### config.mk
export PLATFORM = sky130hd
export DESIGN_NAME = asg_seq_ctrl
export DESIGN_NICKNAME = d
export VERILOG_FILES = /design/src/rtl/asg_seq_pkg.sv /design/src/rtl/asg_seq_dly_timer.sv /design/src/rtl/asg_seq_ctrl.sv
export SDC_FILE = /design/constraint.sdc
export NUM_CORES = 1
export LEC_CHECK = 0
export BUFFER_PORTS_ARGS = -buffer_cell sky130_fd_sc_hd__buf_2
export CORE_ASPECT_RATIO = 0.8
export CORE_MARGIN = 2
export CORE_UTILIZATION = 50
export CTS_CLUSTER_DIAMETER = 100
export DETAILED_ROUTE_END_ITERATION = 10
export HOLD_SLACK_MARGIN = 0.1
export PLACE_DENSITY = 0.78
export REMOVE_ABC_BUFFERS = 1
export SYNTH_ARGS = -nofsm -noshare
export SYNTH_HDL_FRONTEND = slang
export SYNTH_HIERARCHICAL = 1
export SYNTH_SLANG_ARGS = --single-unit
### constraint.sdc
create_clock -name dac_clk_i -period 18.4 [get_ports dac_clk_i]
set_input_delay 0 -clock dac_clk_i [delete_from_list [all_inputs] [get_ports dac_clk_i]]
set_output_delay 0 -clock dac_clk_i [all_outputs]
set_load 0.01 [all_outputs]
### src/rtl/asg_seq_pkg.sv
// Shared types and default constants for the arbitrary signal generator segment sequencer.
package asg_seq_pkg;

  localparam int unsigned ASG_NSEG_DEFAULT   = 4;
  localparam int unsigned ASG_CYC_W_DEFAULT  = 16;
  localparam int unsigned ASG_REP_W_DEFAULT  = 16;
  localparam int unsigned ASG_US_DIV_DEFAULT = 125;

  typedef enum logic [2:0] {
    IDLE  = 3'd0,
    ARMED = 3'd1,
    LOAD  = 3'd2,
    RUN   = 3'd3,
    DELAY = 3'd4,
    DONE  = 3'd5
  } state_e;

endpackage

### src/rtl/asg_seq_dly_timer.sv
// Microsecond delay timer: clock prescaler feeding a 32-bit microsecond down-counter.
// A load with a non-zero value arms it; expire pulses on the last enabled clock of the delay.
module asg_seq_dly_timer
  import asg_seq_pkg::*;
#(
  parameter int unsigned US_DIV = ASG_US_DIV_DEFAULT
) (
  input  logic        clk,
  input  logic        rst,
  input  logic        load,
  input  logic [31:0] value,
  input  logic        enable,
  output logic        expire
);

  localparam int unsigned PRE_W = (US_DIV > 1) ? $clog2(US_DIV) : 1;
  localparam logic [PRE_W-1:0] PRE_TOP = PRE_W'(US_DIV - 1);

  logic [PRE_W-1:0] pre_q;
  logic [31:0]      us_q;
  logic             active_q;

  // Combinational so the owner can leave its wait state on exactly value*US_DIV clocks.
  assign expire = active_q & enable & (pre_q == '0) & (us_q == 32'd1);

  always_ff @(posedge clk or posedge rst) begin
    if (rst) begin
      pre_q    <= '0;
      us_q     <= '0;
      active_q <= 1'b0;
    end else if (load) begin
      pre_q    <= PRE_TOP;
      us_q     <= value;
      active_q <= (value != 32'd0);
    end else if (enable && active_q) begin
      if (pre_q == '0) begin
        pre_q <= PRE_TOP;
        us_q  <= us_q - 32'd1;
        if (us_q == 32'd1)
          active_q <= 1'b0;
      end else begin
        pre_q <= pre_q - PRE_W'(1);
      end
    end
  end

endmodule

### src/rtl/asg_seq_ctrl.sv
// Segment sequencer for one double-buffered ASG channel: arms on trigger/software start,
// walks segments with per-segment pass counts and repeats with a us pause. Build option: ASG_SEQ_INF_REP_EN.
module asg_seq_ctrl
  import asg_seq_pkg::*;
#(
  parameter int unsigned NSEG   = ASG_NSEG_DEFAULT,
  parameter int unsigned CYC_W  = ASG_CYC_W_DEFAULT,
  parameter int unsigned REP_W  = ASG_REP_W_DEFAULT,
  parameter int unsigned US_DIV = ASG_US_DIV_DEFAULT
) (
  input  logic                    dac_clk_i,
  input  logic                    dac_rst_i,
  input  logic                    enable_i,
  input  logic                    trig_i,
  input  logic                    sw_start_i,
  input  logic [$clog2(NSEG)-1:0] seg_last_i,
  input  logic [NSEG*CYC_W-1:0]   seg_cyc_i,
  input  logic [REP_W-1:0]        rep_num_i,
  input  logic [31:0]             rep_dly_i,
  input  logic                    wrap_i,
  output logic [$clog2(NSEG)-1:0] seg_sel_o,
  output logic                    dp_rst_o,
  output logic                    dp_run_o,
  output logic                    trig_out_o,
  output logic                    busy_o,
  output logic                    done_o,
  output logic [REP_W-1:0]        rep_cnt_o
);

  localparam int unsigned SEG_W = $clog2(NSEG);

  state_e             state;
  logic               trig_q;
  logic [CYC_W-1:0]   pass_q;

  logic [SEG_W-1:0]       seg_last_sh;
  logic [NSEG*CYC_W-1:0]  seg_cyc_sh;
  logic [REP_W-1:0]       rep_num_sh;
  logic [31:0]            rep_dly_sh;

  logic               start_evt;
  logic [CYC_W-1:0]   cyc_cur;
  logic [CYC_W-1:0]   pass_inc;
  logic [SEG_W-1:0]   seg_nxt;
  logic               seg_end;
  logic               more_seg;
  logic               rep_fin;
  logic               tmr_load;
  logic               tmr_en;
  logic               tmr_expire;

  function automatic logic [CYC_W-1:0] cyc_of(input logic [NSEG*CYC_W-1:0] tbl,
                                              input logic [SEG_W-1:0]      k);
    return tbl[k*CYC_W +: CYC_W];
  endfunction

  assign start_evt = enable_i & (state == ARMED) & ((trig_i & ~trig_q) | sw_start_i);
  assign cyc_cur   = cyc_of(seg_cyc_sh, seg_sel_o);
  assign pass_inc  = pass_q + CYC_W'(1);
  assign seg_nxt   = seg_sel_o + SEG_W'(1);
  assign more_seg  = (seg_sel_o < seg_last_sh);

  // Zero-pass segments end in LOAD itself; running segments end on their last wrap.
  assign seg_end = ((state == LOAD) && (cyc_cur == '0)) ||
                   ((state == RUN) && wrap_i && (pass_inc == cyc_cur));

`ifdef ASG_SEQ_INF_REP_EN
  assign rep_fin = (rep_num_sh != '1) && (rep_cnt_o == rep_num_sh);
`else
  assign rep_fin = (rep_cnt_o == rep_num_sh);
`endif

  // Timer is held loaded everywhere except DELAY, so it starts counting on DELAY entry.
  assign tmr_load = (state != DELAY);
  assign tmr_en   = (state == DELAY);

  asg_seq_dly_timer #(
    .US_DIV (US_DIV)
  ) u_dly_timer (
    .clk    (dac_clk_i),
    .rst    (dac_rst_i),
    .load   (tmr_load),
    .value  (rep_dly_sh),
    .enable (tmr_en),
    .expire (tmr_expire)
  );

  // Shadow copies: the bus may rewrite live registers mid-sequence.
  always_ff @(posedge dac_clk_i) begin
    if (start_evt) begin
      seg_last_sh <= seg_last_i;
      seg_cyc_sh  <= seg_cyc_i;
      rep_num_sh  <= rep_num_i;
      rep_dly_sh  <= rep_dly_i;
    end
  end

  always_ff @(posedge dac_clk_i or posedge dac_rst_i) begin
    if (dac_rst_i) begin
      state      <= IDLE;
      trig_q     <= 1'b0;
      pass_q     <= '0;
      seg_sel_o  <= '0;
      dp_rst_o   <= 1'b0;
      dp_run_o   <= 1'b0;
      trig_out_o <= 1'b0;
      busy_o     <= 1'b0;
      done_o     <= 1'b0;
      rep_cnt_o  <= '0;
    end else begin
      trig_q     <= trig_i;
      dp_rst_o   <= 1'b0;
      trig_out_o <= 1'b0;
      done_o     <= 1'b0;
      if (!enable_i) begin
        state    <= IDLE;
        dp_run_o <= 1'b0;
        busy_o   <= 1'b0;
      end else begin
        case (state)
          IDLE:  state <= ARMED;
          ARMED: begin
            if (start_evt) begin
              state      <= LOAD;
              seg_sel_o  <= '0;
              pass_q     <= '0;
              rep_cnt_o  <= '0;
              trig_out_o <= 1'b1;
              busy_o     <= 1'b1;
              // Shadows are not yet valid here, so peek at the live segment-0 count.
              dp_rst_o   <= (seg_cyc_i[CYC_W-1:0] != '0);
            end
          end
          LOAD: begin
            pass_q <= '0;
            if (cyc_cur != '0) begin
              state    <= RUN;
              dp_run_o <= 1'b1;
            end
          end
          RUN: begin
            if (wrap_i)
              pass_q <= pass_inc;
          end
          DELAY: begin
            if (tmr_expire) begin
              state    <= LOAD;
              dp_rst_o <= (cyc_cur != '0);
            end
          end
          DONE:    state <= ARMED;
          default: state <= IDLE;
        endcase

        if (seg_end) begin
          dp_run_o <= 1'b0;
          if (more_seg) begin
            state     <= LOAD;
            seg_sel_o <= seg_nxt;
            dp_rst_o  <= (cyc_of(seg_cyc_sh, seg_nxt) != '0);
          end else if (rep_fin) begin
            state  <= DONE;
            done_o <= 1'b1;
            busy_o <= 1'b0;
          end else begin
            rep_cnt_o <= rep_cnt_o + REP_W'(1);
            seg_sel_o <= '0;
            if (rep_dly_sh != 32'd0) begin
              state <= DELAY;
            end else begin
              state    <= LOAD;
              dp_rst_o <= (cyc_of(seg_cyc_sh, '0) != '0);
            end
          end
        end
      end
    end
  end

endmodule

# After elaboration in Yosys (flattened, before gate mapping)
# Index checks and enable logic that the tools add are counted.
totals:
  inputBits: 120
  regBits: 197
  wordCells: 130
  out_inout_bits: 23
classes:
  n_eq_ne: 17
  add_sub_neg: 5
  n_reduce_logical: 23
  bitwise_logic: 8
  order_cmp: 1
  mux: 57
  shifts: 2
ops:
  columns: ["cell", "n"]
  rows:
  - ["64-bit by 7-bit variable part select with 16-bit output", 2]
  - ["16-bit 2-to-1 mux", 7]
  - ["32-bit 2-to-1 mux", 3]
  - ["16-bit nonzero test", 4]
  - ["16-bit case mux with 3 select lines", 1]
  - ["16-bit by 1-bit adder with 16-bit output, second input constant", 2]
  - ["16-bit equality test", 2]
  - ["32-bit by 1-bit equality test with 1-bit output, second input constant", 1]
  - ["32-bit nonzero test", 1]
  - ["32-bit by 1-bit subtractor with 32-bit output, second input constant", 1]
  - ["1-bit 2-to-1 mux", 28]
  - ["3-bit 2-to-1 mux", 8]
  - ["7-bit 2-to-1 mux", 3]
  - ["16-bit zero test", 1]
  - ["3-bit case mux with 5 select lines", 1]
  - ["2-bit 2-to-1 mux", 5]
  - ["4-bit inequality test, second input constant", 2]
  - ["4-bit AND reduction", 2]
  - ["7-bit zero test", 1]
  - ["7-bit by 1-bit subtractor with 7-bit output, second input constant", 1]
  - ["1-bit bitwise AND", 6]
  - ["3-bit by 2-bit equality test with 1-bit output, second input constant", 2]
  - ["3-bit equality test, second input constant", 2]
  - ["3-bit by 1-bit inequality test with 1-bit output, second input constant", 2]
  - ["other kinds (17)", 25]

# Logic depth before layout (Yosys ltp)
depth:
  depth_word: 11
  ltp_mapped: 11
  mapped_depth_nobuf: 9

# By module
# Netlist, hierarchy kept.
modules_own_cells:
  columns: ["mod", "instances", "seq_area_each_um2", "cells_each", "area_per_inst_um2"]
  rows:
  - ["asg_seq_ctrl", 1, 4499.3, 519, 7204.4]
  - ["asg_seq_dly_timer", 1, 1001.0, 271, 2362.3]

# Worst setup path before layout
# Ideal clock, no wire load.
synth_timing:
  path_kind: "reg-to-reg"
  startpoint: "register state[1]"
  endpoint: "register rep_cnt_o[0]"
  setup_time_ns: 0.137
  stages_incl_launch_ff: 7
  path_slack_ns: 7.304
  n_path_buf: 0
  t_required_ns: 18.263
  arrival_time_ns: 10.959
  cell_sequence: "dfrtp_1 inv_1 nand2_1 o21bai_1 nor3b_1 nor2_2 mux2_2"
synth_via:
  elab_chain_cells: 8
  word_cells_on_any_way: 14
synth_lines:
  columns: ["item", "line_no", "rtl"]
  rows:
  - ["start, declared", "asg_seq_ctrl.sv:32", "state_e state;"]
  - ["start signal, assigned", "asg_seq_ctrl.sv:100", "state <= IDLE;"]
  - ["start signal, assigned", "asg_seq_ctrl.sv:116", "state <= IDLE;"]
  - ["start signal, assigned", "asg_seq_ctrl.sv:121", "IDLE: state <= ARMED;"]
  - ["3-bit by 1-bit equality test with 1-bit output (*)", "asg_seq_ctrl.sv:57", "assign start_evt = enable_i & (state == ARMED) & ((trig_i & ~trig_q) | sw_start_i);"]
  - ["1-bit bitwise AND (*) (2 in series)", "asg_seq_ctrl.sv:57", null]
  - ["named net start_evt", "asg_seq_ctrl.sv:41", "logic start_evt;"]
  - ["16-bit 2-to-1 mux (*)", "asg_seq_ctrl.sv:123", "if (start_evt) begin"]
  - ["16-bit 2-to-1 mux (*)", "asg_seq_ctrl.sv:120", "case (state)"]
  - ["16-bit 2-to-1 mux", "asg_seq_ctrl.sv:161", "end else if (rep_fin) begin"]
  - ["16-bit 2-to-1 mux", "asg_seq_ctrl.sv:157", "if (more_seg) begin"]
  - ["16-bit 2-to-1 mux (*)", "asg_seq_ctrl.sv:155", "if (seg_end) begin"]
  - ["end signal, assigned", "asg_seq_ctrl.sv:166", "rep_cnt_o <= rep_cnt_o + REP_W'(1);"]
  - ["end, declared", "asg_seq_ctrl.sv:27", "output logic [REP_W-1:0] rep_cnt_o"]
# Mark *: on every way through the listed nets, which the timed path passes. The rest lies on a longest branch.
# A chain may end at the register's enable or synchronous reset.

# Worst setup path after layout
layout_timing:
  startpoint: "register seg_sel_o[0]"
  endpoint: "register rep_cnt_o[0]"
layout_via:
  elab_chain_cells: 5
  word_cells_on_any_way: 9
layout_lines:
  columns: ["item", "line_no", "rtl"]
  rows:
  - ["start, declared", "asg_seq_ctrl.sv:21", "output logic [$clog2(NSEG)-1:0] seg_sel_o,"]
  - ["start signal, assigned", "asg_seq_ctrl.sv:159", "seg_sel_o <= seg_nxt;"]
  - ["64-bit by 7-bit variable part select with 16-bit output", "asg_seq_ctrl.sv:54", "return tbl[k*CYC_W +: CYC_W];"]
  - ["16-bit equality test or 16-bit zero test (tied branches)", "asg_seq_ctrl.sv:65, asg_seq_ctrl.sv:64", null]
  - ["1-bit logical AND, on equally long branches", "asg_seq_ctrl.sv:65, asg_seq_ctrl.sv:64", null]
  - ["1-bit logical OR", "asg_seq_ctrl.sv:64", "assign seg_end = ((state == LOAD) && (cyc_cur == '0)) ||"]
  - ["16-bit 2-to-1 mux (*)", "asg_seq_ctrl.sv:155", null]
# Every way passes the cells marked *; elsewhere a longest branch is shown, timed or not.

==> results by group <==
Global routing
  – Largest net degree at the start of global routing: 80
  – Initial antenna violation count: 1
  – First-pass GRT wire length: 40900 um
  – Total gr overflow: 0
  – Vias in the first global route: about 7600
  – GRT Total Usage: 0.265

STA
  – Final WS setup: around 15000 ps
  – Unrepaired setup endpoints after global routing: false
  – Setup TNS: 0 ps
  – Final Cycle Share: 0.207
  – Worst clock skew: about 13 ps
  – Final hold viol count: 0
  – Slew headroom: 0.355
  – Final slew viol count: 0
  – Post-layout min period: 3810 ps
  – Fmax: 263 MHz
  – # setup viols final: 0
  – Worst Tran Pin Value: 968 ps

Synth
  – Asr flop ratio synth: 0.421
  – Dominant cell type by area after synthesis: edfxtp_1
  – Post-synthesis sequential area ratio: 0.575
  – Seq cells post-synth: 197
  – Cell area after synthesis: around 9600 um2
  – Syn Inst Count: just under 800
  – Synth Area per Inst: 12.1 um2
  – Largest cells by area after synthesis: edfxtp_1, dfrtp_1, nor4_1, xnor2_1, mux4_2
  – Most used flip-flop cell after synthesis: edfxtp_1
  – Post-synth EDFFs: 114
  – Synth warnings: 6
  – Post-synth top area share: 0.358
  – Number of distinct library cells after synthesis: between 60 and 70

Drt
  – Initial DRC count: roughly 780
  – Avg WL per Cell: about 20 um
  – Via/cell ratio: 5.87
  – Post-route ant nets: 0
  – Pre-antenna DRT Iters: 6
  – Via count: 7738
  – DRC viols: 0
  – Detailed-route wire length: around 26000 um

Clock tree
  – Inserted Clock Buffers: 17
  – Clock-pin slew of the registers on the worst-case setup and hold paths: 70 ps
  – H-tree depth: 4
  – Clock root buffer: clkbuf_16
  – Resized cells post-CTS: 0
  – CTS Sinks: 197
  – Worst-Skew Late Latency: between 400 and 500 ps
  – CTS tree: built
  – Clock tree buffer depth: 2

Power
  – Pwr dens: 74.9 nW/um2
  – VDD IR max: 0.0601 mV
  – Pleak: 4.84 nW

Placement
  – DP Cell Count: 1169
  – Buffers added on ports: 142
  – Pre-CTS WS: 14590 ps
  – RePlAce Congestion: 0.889
  – Placed Instance Area: 10500 um2
  – Detailed placement HPWL: approximately 17000 um

Setup path
  – Most frequent CP cell: nor4_4
  – Crit start category: flip-flop
  – Start-to-end type of the worst setup path: flip-flop to flip-flop
  – CP cell instances: mux4_2 -> xnor3_1 -> nor4_4 -> o2111ai_1 -> nor4_4 -> a31o_2 -> nor2_2 -> mux2_2
  – Slowest CP cell: dfrtp_1
  – Crit-path max cell delay: 980 ps
  – Req. time, crit path: ~19000 ps
  – Arrival time worst endpoint: 4130 ps
  – Critical Path End Type: flip-flop
  – Max FO, Critical Path: 22

Die
  – Initial Util: 0.507
  – Core area: 18900 um2
  – Die W: 159 um
  – Top Ports: 143
  – Die area: 20300 um2
  – Die Span Y: 128 um
  – Row cnt: 45

Run
  – MaxCap Viol Count: 0

Finish
  – Final instance area: 12300 um2
  – Core Util, Final: 0.650
  – Syn-to-layout area delta: 28.2%
  – Share of cells above drive strength 1: 0.198
  – Cell Count, Final, Fillers Out: 1319
  – Fillers: 1385
  – Nets@finish: ~1200

Worst hold path
  – Tightest Hold Check Type: input pin to flip-flop

Run status
  – Status: completed
worst max-delay path, delay by kind of cell (launching register included):
family           cells  cell delay [ps]
multiplexers         2              970
flip-flops           1              980
AND/OR/NAND/NOR      3              910
AO/OA/AOI/OAI        2              580
XOR/XNOR             1              240
cell type report:
cell class,count,area (um2),area share
multi-input combinational,547,3860,0.315
inverter,19,71.3,0.00582
tap,258,323,0.0263
timing repair buffer,266,1940,0.158
sequential,197,5500,0.449
clock buffer,17,425,0.0347
clock inverter,14,138,0.0112
antenna,1,2.50,0.000204
routing by layer:
| layer | part of all wire | vias up | GRT usage |
|---|---|---|---|
| met5 | 0 | - | 0 |
| met4 | 0.021 | 0 | 0.0806 |
| met3 | 0.081 | 42 | 0.0707 |
| met2 | 0.47 | 379 | 0.404 |
| met1 | 0.43 | 3767 | 0.377 |
| li1 | - | 3550 | - |
synth_stat cells, types with 18 or more instances:
master    instances
nor4_1           53
nor2_1           41
edfxtp_1        114
xnor2_1          31
inv_1            18
nor3_1           24
dfrtp_1          83
clkbuf_1         18
nand2_1          67
xor2_1           24
o21ai_0          52
nand3_1          29
kinds of logic after synthesis:
kind of cell             count (synthesis)  synth area share
AND/OR/NAND/NOR                        322             0.188
buffers and inverters                   46            0.0217
adder cells (fa/ha/maj)                  6           0.00785
multiplexers                            19            0.0442
flip-flops                             197             0.575
XOR/XNOR                                63            0.0692
AO/OA/AOI/OAI                          137            0.0942
flip-flops by register name, summed over array words and instances, names as in the netlist, 2 cells and up:
name,cells
seg_sel_o,2
u_dly_timer/pre_q,7
state,3
rep_cnt_o,16
seg_cyc_sh,64
rep_num_sh,16
u_dly_timer/us_q,32
pass_q,16
rep_dly_sh,32
seg_last_sh,2
power breakdown:
group / internal (mW) / total, mW / switching (mW)
clock network: 0.180 / 0.358 / 0.178
registers: 0.483 / 0.494 / 0.0103
logic: 0.0361 / 0.0671 / 0.0310
total: 0.699 / 0.919 / 0.219
metrics by stage:
step	hold WS (ps)	power (mW)
floorplan	31.4	0.525
global placement	123	0.547
detailed placement	128	0.548
CTS	117	0.917
global route	180	0.948
finish	136	0.919
path summary, 6_finish.rpt:
| kind | start | end | slack [ps] | cells past startpoint |
|---|---|---|---|---|
| min reg2reg | rep_dly_sh[11]$_DFFE_PP_ | u_dly_timer/us_q[11]$_DFFE_PP0P_ | 540 | 2 |
| max in group asynchronous | dac_rst_i | trig_q$_DFF_PP0_ | 17740 | 4 |
| min in group asynchronous | dac_rst_i | u_dly_timer/pre_q[4]$_DFFE_PP0P_ | 260 | 4 |
| max | seg_sel_o[0]$_DFFE_PP0P_ | rep_cnt_o[0]$_DFFE_PP0P_ | 14590 | 8 |
| min | wrap_i | pass_q[8]$_DFFE_PP0P_ | 140 | 5 |
| max reg2reg | seg_sel_o[0]$_DFFE_PP0P_ | rep_cnt_o[0]$_DFFE_PP0P_ | 14590 | 8 |
repair_timing:
item,4_1_cts,5_1_grt
setup buffers,0,0
hold buffers,118,0
endpoints found under the hold margin,207,0
placed cells by master, fill, tap and decap left out, types with 24 or more instances in the layout:
cell and instances:
nor2_1 41, edfxtp_1 114, xor2_1 24, nor4_1 53, dlygate4sd3_1 118, nor3_1 24
nand3_1 29, buf_2 142, o21ai_0 52, nand2_1 67, xnor2_1 31, dfrtp_1 83
Power figures use the tool's default switching activity.
